===== src/rtl/mic_frontend_if.sv =====
// Bus bundle between the mic front end and its consumers: raw triggers and
// clear in, qualified hits, arrival order and window status out.
interface mic_frontend_if;
  logic [3:0] mic;
  logic       clear;
  logic [3:0] hits;
  logic [1:0] first_ch;
  logic [7:0] order;
  logic       done;
  logic       timeout;

  modport master (
    output mic, clear,
    input  hits, first_ch, order, done, timeout
  );

  modport slave (
    input  mic, clear,
    output hits, first_ch, order, done, timeout
  );
endinterface


===== src/rtl/mic_frontend.sv =====
// Synchronises, glitch-filters and ranks the four mic triggers, then holds the
// capture result until clear. Arrival-order tracking is built only with MICFE_ORDER_EN.
//
// state   | meaning
// IDLE    | armed, no hit yet in this window
// CAPTURE | first hit seen, timer running, collecting remaining hits
// DONE    | window closed (all four hits or timeout); results frozen
module mic_frontend #(
  parameter int FILT_LEN = 4,
  parameter int TO_WIDTH = 16,
  parameter int TIMEOUT  = 40000
) (
  input  logic           clk,
  input  logic           ares,
  mic_frontend_if.slave  bus
);

  typedef enum logic [1:0] {IDLE, CAPTURE, DONE} state_t;

  localparam logic [3:0]          FILT_MAX = 4'(FILT_LEN);
  localparam logic [TO_WIDTH-1:0] TO_LAST  = TO_WIDTH'(TIMEOUT - 1);

  state_t              state_q, state_d;
  logic [3:0]          sync1_q, sync2_q;
  logic [3:0]          filt_q [4];
  logic [3:0]          filt_d [4];
  logic [3:0]          armed_q, armed_d;
  logic [3:0]          hits_q, hits_d;
  logic [1:0]          first_ch_q, first_ch_d;
  logic [TO_WIDTH-1:0] timer_q, timer_d;
  logic                done_q, done_d;
  logic                timeout_q, timeout_d;
  logic [3:0]          qual, new_hits;

  function automatic logic [1:0] low_idx(input logic [3:0] v);
    casez (v)
      4'b???1: low_idx = 2'd0;
      4'b??10: low_idx = 2'd1;
      4'b?100: low_idx = 2'd2;
      default: low_idx = 2'd3;
    endcase
  endfunction

  // A channel qualifies on the cycle its count reaches FILT_LEN, once per low-to-high episode.
  always_comb begin
    qual    = '0;
    armed_d = armed_q;
    for (int i = 0; i < 4; i++) begin
      if (!sync2_q[i])              filt_d[i] = '0;
      else if (filt_q[i] == FILT_MAX) filt_d[i] = filt_q[i];
      else                           filt_d[i] = filt_q[i] + 4'd1;
      qual[i] = armed_q[i] && (filt_d[i] == FILT_MAX);
      if (!sync2_q[i])              armed_d[i] = 1'b1;
      if (qual[i] || bus.clear)     armed_d[i] = 1'b0;
    end
  end

  assign new_hits = qual & ~hits_q;

  always_comb begin
    state_d    = state_q;
    hits_d     = hits_q;
    first_ch_d = first_ch_q;
    timer_d    = timer_q;
    done_d     = done_q;
    timeout_d  = timeout_q;
    if (bus.clear) begin
      state_d    = IDLE;
      hits_d     = '0;
      first_ch_d = '0;
      timer_d    = '0;
      done_d     = 1'b0;
      timeout_d  = 1'b0;
    end else begin
      case (state_q)
        IDLE: begin
          if (|new_hits) begin
            hits_d     = new_hits;
            first_ch_d = low_idx(new_hits);
            timer_d    = '0;
            if (new_hits == 4'hF) begin
              state_d = DONE;
              done_d  = 1'b1;
            end else begin
              state_d = CAPTURE;
            end
          end
        end
        CAPTURE: begin
          hits_d  = hits_q | new_hits;
          timer_d = timer_q + 1'b1;
          if (hits_d == 4'hF) begin
            state_d = DONE;
            done_d  = 1'b1;
          end else if (timer_q == TO_LAST) begin
            state_d   = DONE;
            done_d    = 1'b1;
            timeout_d = 1'b1;
          end
        end
        DONE:    ;
        default: state_d = IDLE;
      endcase
    end
  end

  always_ff @(posedge clk or posedge ares) begin
    if (ares) begin
      state_q    <= IDLE;
      sync1_q    <= '0;
      sync2_q    <= '0;
      armed_q    <= 4'hF;
      hits_q     <= '0;
      first_ch_q <= '0;
      timer_q    <= '0;
      done_q     <= 1'b0;
      timeout_q  <= 1'b0;
      for (int i = 0; i < 4; i++) filt_q[i] <= '0;
    end else begin
      state_q    <= state_d;
      sync1_q    <= bus.mic;
      sync2_q    <= sync1_q;
      armed_q    <= armed_d;
      hits_q     <= hits_d;
      first_ch_q <= first_ch_d;
      timer_q    <= timer_d;
      done_q     <= done_d;
      timeout_q  <= timeout_d;
      for (int i = 0; i < 4; i++) filt_q[i] <= filt_d[i];
    end
  end

`ifdef MICFE_ORDER_EN
  logic [2:0] rank_q, rank_d;
  logic [7:0] order_q, order_d;

  // Same-cycle hits take consecutive ranks, lowest channel index first.
  always_comb begin
    rank_d  = rank_q;
    order_d = order_q;
    if (bus.clear) begin
      rank_d  = '0;
      order_d = '0;
    end else if (state_q != DONE) begin
      for (int i = 0; i < 4; i++) begin
        if (new_hits[i] && (rank_d < 3'd4)) begin
          order_d[{rank_d[1:0], 1'b0} +: 2] = 2'(i);
          rank_d = rank_d + 3'd1;
        end
      end
    end
  end

  always_ff @(posedge clk or posedge ares) begin
    if (ares) begin
      rank_q  <= '0;
      order_q <= '0;
    end else begin
      rank_q  <= rank_d;
      order_q <= order_d;
    end
  end

  assign bus.order = order_q;
`else
  assign bus.order = 8'h00;
`endif

  assign bus.hits     = hits_q;
  assign bus.first_ch = first_ch_q;
  assign bus.done     = done_q;
  assign bus.timeout  = timeout_q;

endmodule


===== src/flat_wrapper.sv =====
// flat-port wrapper written by rule: the top's interface ports become plain ports
module mic_frontend_flat 
#(
  parameter int FILT_LEN = 4,
  parameter int TO_WIDTH = 16,
  parameter int TIMEOUT  = 40000
)
  (clk, ares, bus_mic, bus_clear, bus_hits, bus_first_ch, bus_order, bus_done, bus_timeout);
  mic_frontend_if bus_i ();
  input  logic clk;
  input  logic ares;
  input wire logic [$bits(bus_i.mic)-1:0] bus_mic;
  input wire logic [$bits(bus_i.clear)-1:0] bus_clear;
  output wire logic [$bits(bus_i.hits)-1:0] bus_hits;
  output wire logic [$bits(bus_i.first_ch)-1:0] bus_first_ch;
  output wire logic [$bits(bus_i.order)-1:0] bus_order;
  output wire logic [$bits(bus_i.done)-1:0] bus_done;
  output wire logic [$bits(bus_i.timeout)-1:0] bus_timeout;
  assign bus_i.mic = bus_mic;
  assign bus_i.clear = bus_clear;
  assign bus_hits = bus_i.hits;
  assign bus_first_ch = bus_i.first_ch;
  assign bus_order = bus_i.order;
  assign bus_done = bus_i.done;
  assign bus_timeout = bus_i.timeout;
  mic_frontend #(.FILT_LEN(FILT_LEN), .TO_WIDTH(TO_WIDTH), .TIMEOUT(TIMEOUT)) u_core (.clk(clk), .ares(ares), .bus(bus_i));
endmodule

===== config.mk =====
export PLATFORM = sky130hd
export DESIGN_NAME = mic_frontend_flat
export DESIGN_NICKNAME = d
export VERILOG_FILES = /design/src/rtl/mic_frontend_if.sv /design/src/rtl/mic_frontend.sv /design/src/flat_wrapper.sv
export SDC_FILE = /design/constraint.sdc
export NUM_CORES = 1
export LEC_CHECK = 0
export CAP_MARGIN = 20
export CORE_MARGIN = 2
export CORE_UTILIZATION = 55
export DETAILED_ROUTE_END_ITERATION = 8
export PLACE_DENSITY_LB_ADDON = 0.1
export SKIP_LAST_GASP = 1
export SLEW_MARGIN = 20
export SYNTH_ARGS = -nofsm -noshare
export SYNTH_HDL_FRONTEND = slang
export SYNTH_SLANG_ARGS = --single-unit

===== constraint.sdc =====
create_clock -name clk -period 4.5 [get_ports clk]
set_clock_uncertainty 0.2 [all_clocks]
set_input_delay 1.35 -clock clk [delete_from_list [all_inputs] [get_ports clk]]
set_output_delay 1.35 -clock clk [all_outputs]
set_load 0.03 [all_outputs]

# Word-level counts from Yosys, hierarchy flattened
# Index checks and enable logic that the tools add are counted.
dict set report totals {
  register_bits 54
  in_bits 7
  output_inout_bits 16
  wordCells 109
}
dict set report classes {
  add_sub_neg 5
  n_eq_ne 24
  muxes 41
  bitwise_logic 3
  reduce_logical 20
}
# operator n
set ops {}
lappend ops {{$mux 4} 10}
lappend ops {{$eq 4x3->1 const B} 8}
lappend ops {{$mux 16} 2}
lappend ops {{$pmux 16 s2} 1}
lappend ops {{$add 16x1->16 const B} 1}
lappend ops {{$add 4x1->4 const B} 4}
lappend ops {{$eq 16x16->1 const B} 1}
lappend ops {{$mux 1} 16}
lappend ops {{$mux 2} 8}
lappend ops {{$ne 2x2->1 const B} 6}
lappend ops {{$pmux 2 s3} 2}
lappend ops {{$eq 4x4->1 const B} 2}
lappend ops {{$pmux 4 s2} 1}
lappend ops {{$reduce_bool 2->1} 4}
lappend ops {{$ne 3x2->1 const B} 2}
lappend ops {{$reduce_and 3->1} 2}
lappend ops {{$and 4x4->4} 1}
lappend ops {{$eq 2x2->1 const B} 2}
lappend ops {{$logic_and 1x1->1} 4}
lappend ops {{$logic_or 1x1->1} 4}
lappend ops {{$ne 4x2->1 const B} 1}
lappend ops {{$not 4->4} 1}
lappend ops {{$or 4x4->4} 1}
lappend ops {{$reduce_and 2->1} 2}
lappend ops {{7 further kinds} 7}

# Depth between registers and ports, before layout
# Gate-level depths: netlist of run 1.
dict set report logic_depth {
  depth_word 11
  depth_mapped 11
  depth_no_buf 10
}

# Least setup slack after synthesis of run 1
# No wires, ideal clock.
dict set report synth_timing {
  kind {input to register}
  from {input bus_clear}
  to {register u_core.timeout_q (netlist: u_core.bus.timeout)}
  setup_time_ns 0.101
  arrival_time_ns 2.659
  t_required_ns 4.199
  path_slack_ns 1.540
  path_stages 7
  path_buffers 1
  path_cell_list {clkbuf_1 -> nor2_1 -> nand2_1 -> or2_2 -> o32a_1 -> o311a_1 -> o32ai_1}
}
dict set report synth_between {
  elab_chain_len 2
  elab_cells_between_ends 5
  cone_classes {eq/ne (1); mux (1); reduce/logical (3)}
}
# item line_no
set synth_lines {}
lappend synth_lines {{start: declaration} flat_wrapper.sv:13} ;# input wire logic [$bits(bus_i.clear)-1:0] bus_clear;
lappend synth_lines {{$ne 2x2->1 (no source line) or $reduce_bool 2->1 (tied branches)} n/a}
lappend synth_lines {{$reduce_and 3->1 (no source line)} n/a}
lappend synth_lines {{end signal: assignment} mic_frontend.sv:128} ;# timeout_q <= timeout_d;
lappend synth_lines {{end: declaration} mic_frontend.sv:32} ;# logic timeout_q, timeout_d;
# Parallel ways exist; a longest one is shown, timed or not.
# A chain may end at the register's enable or synchronous reset.

# Worst setup path in the final report of run 1
# Same ends and word-level chain as after synthesis.

==> results summary, run 1 <==
The post-synthesis cell type with the largest combined area is dfrtp_1. The tightest slew margin relative to the limit is 56.2%. The storage element area is 1360 µm². Ranked by total cell area, the synthesized netlist is headed by dfrtp_1 44%, ha_1 4.0%, nor2_1 4.0%, dfstp_2 3.7%, o21ai_0 3.2%. The highest net fanout along the worst path came out at 15. The synthesized cell area is 2840 µm². The data arrival time of the critical path came out at 3.41 ns. The number of cells produced by synthesis is 296.

The count of standard-cell rows came out at 26. The initial antenna violation count came out at 0. Setup violations remaining at the end of the flow were counted as 0.

The internal power contribution came out at 684 µW. The number of detailed-route iterations in the first pass is 4. The number of gates resized after cts came out at 0. The detail route stage leaves a number of antenna-violating nets equal to 0. The switching part of the total came out at 27.9%. The actual transition at the worst max-transition pin came out at 0.651 ns. The clock period minus final worst setup slack came out at 3.42 ns. In this run the critical register-to-register path is captured at u_core.timer_q[13]$_DFFE_PP0P_. The worst min-delay path endpoint is u_core.sync2_q[2]$_DFF_PP0_. TritonCTS built the clock tree. 23 I/O pins were placed. The total wirelength of the detailed-routed design came out at 5310 µm. The core outline area is 5040 µm².

The wire length per cell after detailed routing came out at 13.9 µm. The startpoint identified for the worst hold timing path is u_core.sync1_q[2]$_DFF_PP0_. The number of remaining DRC errors is 0. For this run, the top clock speed supported by timing is 292 MHz. The via count of the first global-routing pass was 1875. For this block, the via count after detailed routing is 2135. The first global-routing pass estimated 8600 µm of wire.

The depth of the worst hold-timing path is 0. The total power density per cell area came out at 305 nW/µm². The worst flop-to-flop path startpoint is u_core.filt_q[8]$_DFF_PP0_. The clock network burns 26.8% of the power. The final clock period utilization by the worst path came out at 76.0%. Setup repair after global routing left no endpoint under its margin. STA classifies the critical path endpoint as a flop. The fraction of post-synthesis cell area in the top cell type by area is 44.0%. The number of cells traversed by the worst register-to-register path came out at 9. OpenSTA, run right after detailed placement, puts the worst setup slack at 0.727 ns. Combinational logic is responsible for 15.6% of the overall power. 0 antenna diodes ended up in the layout. The area taken by multi-input logic gates came out at 1360 µm². The relative contribution of sequential cells to total power is 57.6%.

CTS saw 54 sinks. The number of flops mapped to enable cells by yosys came out at 0. The worst supply voltage drop on vdd is 171 µV. For this run, the register share of the synthesized area comes to 47.7%. The filler cells instantiated in the layout total 442. STA classifies the critical path startpoint as an input port. The die is 75.9 µm wide. The post-CTS setup-driven buffer insertion count is 0. The initial cell density of the core came out at 56.4%. The signal on the critical path passes through clkdlybuf4s50_1 -> nor2_1 -> nand2_1 -> or2_2 -> o32a_1 -> o311a_1 -> o32ai_1. The post-detailed-placement half-perimeter wirelength is 3930 µm.

Hold repair after CTS inserted 0 buffers. The cell sitting at the root of the clock tree is a clkbuf_8. The overflow left after global routing came out at 0. The top flip-flop cell by instance count after synthesis is dfrtp_1. The maximum count of clock buffers along a single path is 2. Entering global routing, the biggest net connects 37 pins.

The clock buffer count from CTS is 5. The area growth from synthesis to final layout came out at 9.37%. The final count of pins violating max slew came out at 0. The setup slack of the critical path after layout is 1.08 ns. A synthesized cell averages 9.60 µm².

The net switching power came out at 265 µW. At the end of routability-driven placement, the weighted congestion stood at 0.812. Using the TritonRoute via totals, the vias-per-cell ratio works out to 5.57. For this design the static power due to leakage is 1.32 nW. The tool flagged a number of max-cap violations equal to 0. The final total negative setup slack is 0 ns. In this design, the stage delay of the slowest critical-path cell is 0.43 ns. The flow ran to the end, and the final reports show no timing, DRC or antenna violations.

The deepest level of the CTS H-tree is 2. The vertical die dimension is 75.9 µm. The critical path data required time came out at 4.49 ns.

During synthesis, Yosys emitted a total of 0 warnings. The share of post-route cells with drive strength above 1 is 7.35%. The clock-pin slew on the worst setup and hold paths is 0.09 ns.

For this run, asynchronously set or reset flops after synthesis account for 100%. For this block, the initial DRC count from the detailed router was 175. The count of endpoints failing hold in the final timing report is 0. Global routing used 19.8% of the available tracks across all layers. The number of different library cells in the post-synthesis netlist came out at 58. The slowest stage of the critical path belongs to the cell clkdlybuf4s50_1. The worst hold path belongs to the class flop to flop.

The later pin in the worst-skew pair is clocked with a latency of 0.30 ns. The worst setup path category is input port to flop. The internal reg-to-reg setup slack came out at 1.47 ns. In the final design database the tool counted 328 nets. The total of buffers placed on input and output ports came out at 14. The number of flip-flops and latches in the synthesized netlist is 54. The total die area is 5760 µm². The power after layout is 949 µW.
per-layer routing:
metal | global-route usage, % | vias up | share of wire [%]
met5 | 0 | - | 0
met3 | 3.44 | 7 | 2.8
met2 | 30.3 | 26 | 46
li1 | - | 1069 | -
met4 | 7.80 | 0 | 1.5
met1 | 28.1 | 1033 | 50
area by class of cell:
class | instances | share of cell area, %
Inverter | 20 | 2.41
Sequential cell | 54 | 43.6
Tap cell | 70 | 2.82
Timing Repair Buffer | 16 | 4.99
Multi-Input combinational cell | 215 | 43.6
Clock buffer | 8 | 2.58
worst max-delay path by stage:
stage          slack (ns)  startpoint  depth (start not counted)                             end
6_report             1.08   bus_clear                          7  u_core.bus.timeout$_DFFE_PP0P_
4_1_cts              1.06   bus_clear                          7  u_core.bus.timeout$_DFFE_PP0P_
5_1_grt              0.96   bus_clear                          7  u_core.bus.timeout$_DFFE_PP0P_
3_3_place_gp         0.87   bus_clear                          8     u_core.bus.done$_DFFE_PP0P_
2_1_floorplan        1.54   bus_clear                          7  u_core.bus.timeout$_DFFE_PP0P_
3_5_place_dp         0.73   bus_clear                          7  u_core.bus.timeout$_DFFE_PP0P_
sequential cells by signal, indices dropped and copies added (netlist names):
signal               cells
u_core.bus.timeout       1
u_core.filt_q           16
u_core.bus.done          1
u_core.bus.hits          4
u_core.state_q           2
u_core.bus.first_ch      2
u_core.sync1_q           4
u_core.sync2_q           4
u_core.armed_q           4
u_core.timer_q          16
kinds of logic after synthesis:
logic type	Yosys count	share of synthesized area, %
buffers and inverters	34	5.55
flip-flops	54	47.7
other	1	0.132
AO/OA/AOI/OAI	71	17.3
XOR/XNOR	10	3.08
adder cells (fa/ha/maj)	9	3.96
AND/OR/NAND/NOR	116	21.9
multiplexers	1	0.396
placed cells by master (no fill, tap or decap), types with 5 or more instances in the layout:
cell type        count
a21oi_1             11
a31oi_1              5
and2_1               6
clkbuf_8             5
clkdlybuf4s50_1     14
conb_1               8
dfrtp_1             50
ha_1                 9
inv_1               19
nand2_1             14
nand2b_1             7
nand3_1             15
nand3b_1             5
nor2_1              30
nor2b_1              6
nor3_1              11
o21a_1               5
o21ai_0             18
o31ai_1              6
xor2_1               6
cells in the mapped netlist (2+ instances only):
master    number
buf_4          8
nor3_1        11
o41ai_1        3
nand2_1       14
a31oi_1        5
xor2_1         6
nand3_1       15
a31o_2         2
clkbuf_1       6
o31ai_1        6
a211oi_1       2
nand4_1        2
or3_1          2
o21ai_2        2
nor2b_1        6
nor2_1        30
nand3b_1       5
or2_2          2
xnor2_1        4
a21oi_1       11
o211ai_1       2
o21a_1         5
dfrtp_1       50
inv_1         20
o21ai_0       18
dfstp_2        4
ha_1           9
nand2b_1       7
and3_1         2
nor4_1         2
and2_1         6
or4_1          3
metrics by stage:
| step | hold slack, ns | cell area, µm² | utilization [%] | instances |
|---|---|---|---|---|
| floorplan | 0.131 | 2870 | - | 303 |
| global placement | 0.133 | 3030 | 60.1 | 375 |
| detailed placement | 0.136 | 3030 | 60.1 | 375 |
| CTS | 0.158 | 3110 | 61.7 | 383 |
| global route | 0.163 | 3110 | 61.7 | 383 |
| finish | 0.155 | 3110 | 61.7 | 383 |
worst max-delay path, delay by kind of cell:
kind / cells / cell delay [ns]
AND/OR/NAND/NOR: 3 / 1.03
AO/OA/AOI/OAI: 3 / 0.60
buffers and inverters: 1 / 0.43
power by group through the flow:
stage / Combinational [mW] / Sequential [mW] / Clock, mW
global route: 0.169 / 0.551 / 0.287
CTS: 0.150 / 0.546 / 0.267
floorplan: 0.121 / 0.550 / 0
finish: 0.148 / 0.547 / 0.255
detailed placement: 0.149 / 0.555 / 0
global placement: 0.146 / 0.555 / 0
(Power assumes the default switching activity.)
==> run 2: changes to the inputs <==
CORE_UTILIZATION = 52   (was 55)
clock period = 3 ns   (was 4.5 ns; I/O delays follow)
==> results summary, run 2 (synthesized netlist as in run 1, its figures left out) <==
The clock-pin slew on the worst setup and hold paths came out at 0.10 ns (about the same). The first-iteration detailed-routing DRC count came to 140 (-20%). The switching part of the total is 28.9% (+1.0 points). The post-CTS setup-driven buffer insertion count came out at 0 (unchanged).

The library cell used most frequently in the layout, excluding fill and tap cells, is dfrtp_1. The number of maximum-capacitance constraint violations came out at 0 (unchanged). The flow ran to the end, and the final reports show no timing, DRC or antenna violations. The share of post-route cells with drive strength above 1 is 11.4% (+4.0 points).

The wire length per cell after detailed routing is 13.9 µm (+0.60%). The count of standard-cell rows is 26 (unchanged). The internal reg-to-reg setup slack is 0.22 ns (-1.25 ns).

The highest net fanout along the worst path is 9 (-6). Setup repair after global routing left no endpoint under its margin. The clock buffer count from CTS is 5 (unchanged). The via count of the first global-routing pass was 2080 (+11%).

The startpoint type of the worst setup path is a flop. The count of endpoints failing hold in the final timing report is 0 (unchanged). The overall via count from detail_route came out at 2232 (+4.5%). The final total negative setup slack is 0 ns (unchanged). The worst supply voltage drop on vdd came out at 273 µV (+60%). The overall global routing resource usage is 19.8% (about the same). The vertical die dimension came out at 77.9 µm (+2.7%). The total of buffers placed on input and output ports is 14 (unchanged).

The relative contribution of sequential cells to total power is 56.1% (-1.5 points). The deepest level of the CTS H-tree came out at 2 (unchanged). The largest net degree at the start of global routing came out at 35 (-5.4%).

The area growth from synthesis to final layout is 13.3%. The largest registers in the layout are u_core.filt_q: 16 flops, u_core.timer_q: 16 flops. The number of nets in the final layout came out at 340 (+3.7%).

The number of setup violations in the final report is 0 (unchanged). The total wirelength of the detailed-routed design was 5510 µm (+3.7%). The I/O pin count came out at 23 (unchanged). The final count of pins violating max slew is 0 (unchanged). The via density per instance is 5.65 (+1.4%). The wire length of the first global-routing pass came to 9650 µm (+12%). The worst setup path is captured at a flop. The number of remaining DRC errors came out at 0 (unchanged).

The power share of the clock group came out at 27.3% (+0.5 points). The final RePlAce weighted congestion came out at 0.776 (-4.4%). The initial antenna violation count came out at 0 (unchanged). The total inserted antenna cells came to 0 (unchanged). The power share of the combinational group is 16.6% (+1.0 points). The post-detailed-placement half-perimeter wirelength came out at 3980 µm (+1.5%). The library cell used as clock root buffer is clkbuf_8. TritonCTS built the clock tree. The critical path is of the flop to flop type. The clock period minus final worst setup slack came out at 2.78 ns. The total clock sinks is 54 (unchanged). In the finished design, the share of the clock period the worst path needs comes to 92.7%. The antenna violation net count after detailed routing came out at 0 (unchanged). The cell area after layout is 3220 µm² (+3.6%). The min-delay analysis places its worst path in the category flop to flop. The initial cell density of the core is 54.6% (-1.8 points).

The internal power contribution came to 1.04 mW (+52%). The total die area was 6070 µm² (+5.5%). The core outline area came to 5200 µm² (+3.2%). The overflow left after global routing is 0 (unchanged). The placement-stage cell area is 3130 µm² (+3.4%). The data arrival time of the critical path came out at 2.81 ns (-0.60 ns). The width of the die was 77.9 µm (+2.7%). The total leakage power is 1.39 nW (+4.7%). The maximum operating frequency came out at 359 MHz.

The insertion delay to the later sink of the worst-skew pair is 0.31 ns (about the same). In the layout the commonest cells are 50 x dfrtp_1, 30 x nor2_1, 19 x inv_1. The critical path data required time is 3.03 ns (-1.46 ns). The total power density per cell area came to 454 nW/µm² (+49%). The net switching power came out at 422 µW (+60%).

The maximum count of clock buffers along a single path is 2 (unchanged). The number of detailed-route iterations in the first pass was 4 (unchanged).
==> run 2: cell count changes in the layout (fill, tap and decap cells not counted), sizes merged <==
cell      previous run  this run
clkbuf               8         7
buf                  2        14
clkinvlp             0         1
==> run 2: metal layers <==
metal	wire (µm)	vias to the layer above	global-route usage, %
met2	2520	36	31.0
li1	-	1100	-
met3	164	5	3.72
met5	0	-	0
met1	2770	1091	28.8
met4	51	0	4.21
==> run 2: critical path: stages, from the launching register on <==
cell,delay (ns)
dfrtp_1,0.45
inv_1,0.08
ha_1,0.20
nor2b_2,0.19
o21ai_2,0.09
or4b_4,0.51
o21ai_4,0.16
o21ai_2,0.14
or4_1,0.52
a21oi_1,0.16
==> run 2: metrics by stage <==
| stage | worst slack [ns] | utilization [%] | hold slack, ns | power (mW) | std cells |
|---|---|---|---|---|---|
| floorplan | 0.432 | - | 0.131 | 1.01 | 303 |
| finish | 0.218 | 61.9 | 0.154 | 1.46 | 395 |
| detailed placement | 0.0345 | 60.2 | 0.139 | 1.07 | 387 |
| global route | 0.0576 | 61.9 | 0.163 | 1.55 | 395 |
| CTS | 0.151 | 61.8 | 0.161 | 1.47 | 395 |
| global placement | 0.0885 | 60.2 | 0.133 | 1.07 | 387 |
==> run 2: layout make-up <==
cell class	instances	area (µm²)
clock buffers	7	76.3
fillers	466	1980
inverters	20	75.1
repair buffers	28	258
well taps	70	87.6
clock inverters	1	7.51
multi-input cells	215	1360
flip-flops and latches	54	1360
==> run 2: power groups by stage <==
stage / Combinational, mW / Clock (mW) / Sequential [mW]
after global routing: 0.278 / 0.441 / 0.830
after detailed placement: 0.241 / 0 / 0.833
final: 0.243 / 0.398 / 0.820
after CTS: 0.242 / 0.411 / 0.819
after floorplan: 0.181 / 0 / 0.824
after global placement: 0.236 / 0 / 0.832
==> run 2: worst paths after layout <==
kind | startpoint | end | cells after the start
worst max-delay path | u_core.filt_q[0]$_DFF_PP0_ | u_core.timer_q[12]$_DFFE_PP0P_ | 9
worst min-delay path | u_core.sync1_q[3]$_DFF_PP0_ | u_core.sync2_q[3]$_DFF_PP0_ | 0
worst max register to register | u_core.filt_q[0]$_DFF_PP0_ | u_core.timer_q[12]$_DFFE_PP0P_ | 9
worst min register to register | u_core.sync1_q[3]$_DFF_PP0_ | u_core.sync2_q[3]$_DFF_PP0_ | 0
max in group asynchronous | ares | u_core.armed_q[3]$_DFFE_PP1P_ | 3
min in group asynchronous | ares | u_core.sync2_q[0]$_DFF_PP0_ | 2
==> run 2: what timing repair did <==
| item | 4_1_cts | 5_1_grt |
|---|---|---|
| gates resized for setup | 0 | 1 |
| endpoints found under the setup margin | 0 | 1 |
| hold buffers | 0 | 0 |
==> run 3: changes to the inputs <==
GPL_ROUTABILITY_DRIVEN = 1   (was not set)
==> results of run 3 <==
No change in the layout: final DEF, timing and power equal those of run 2.
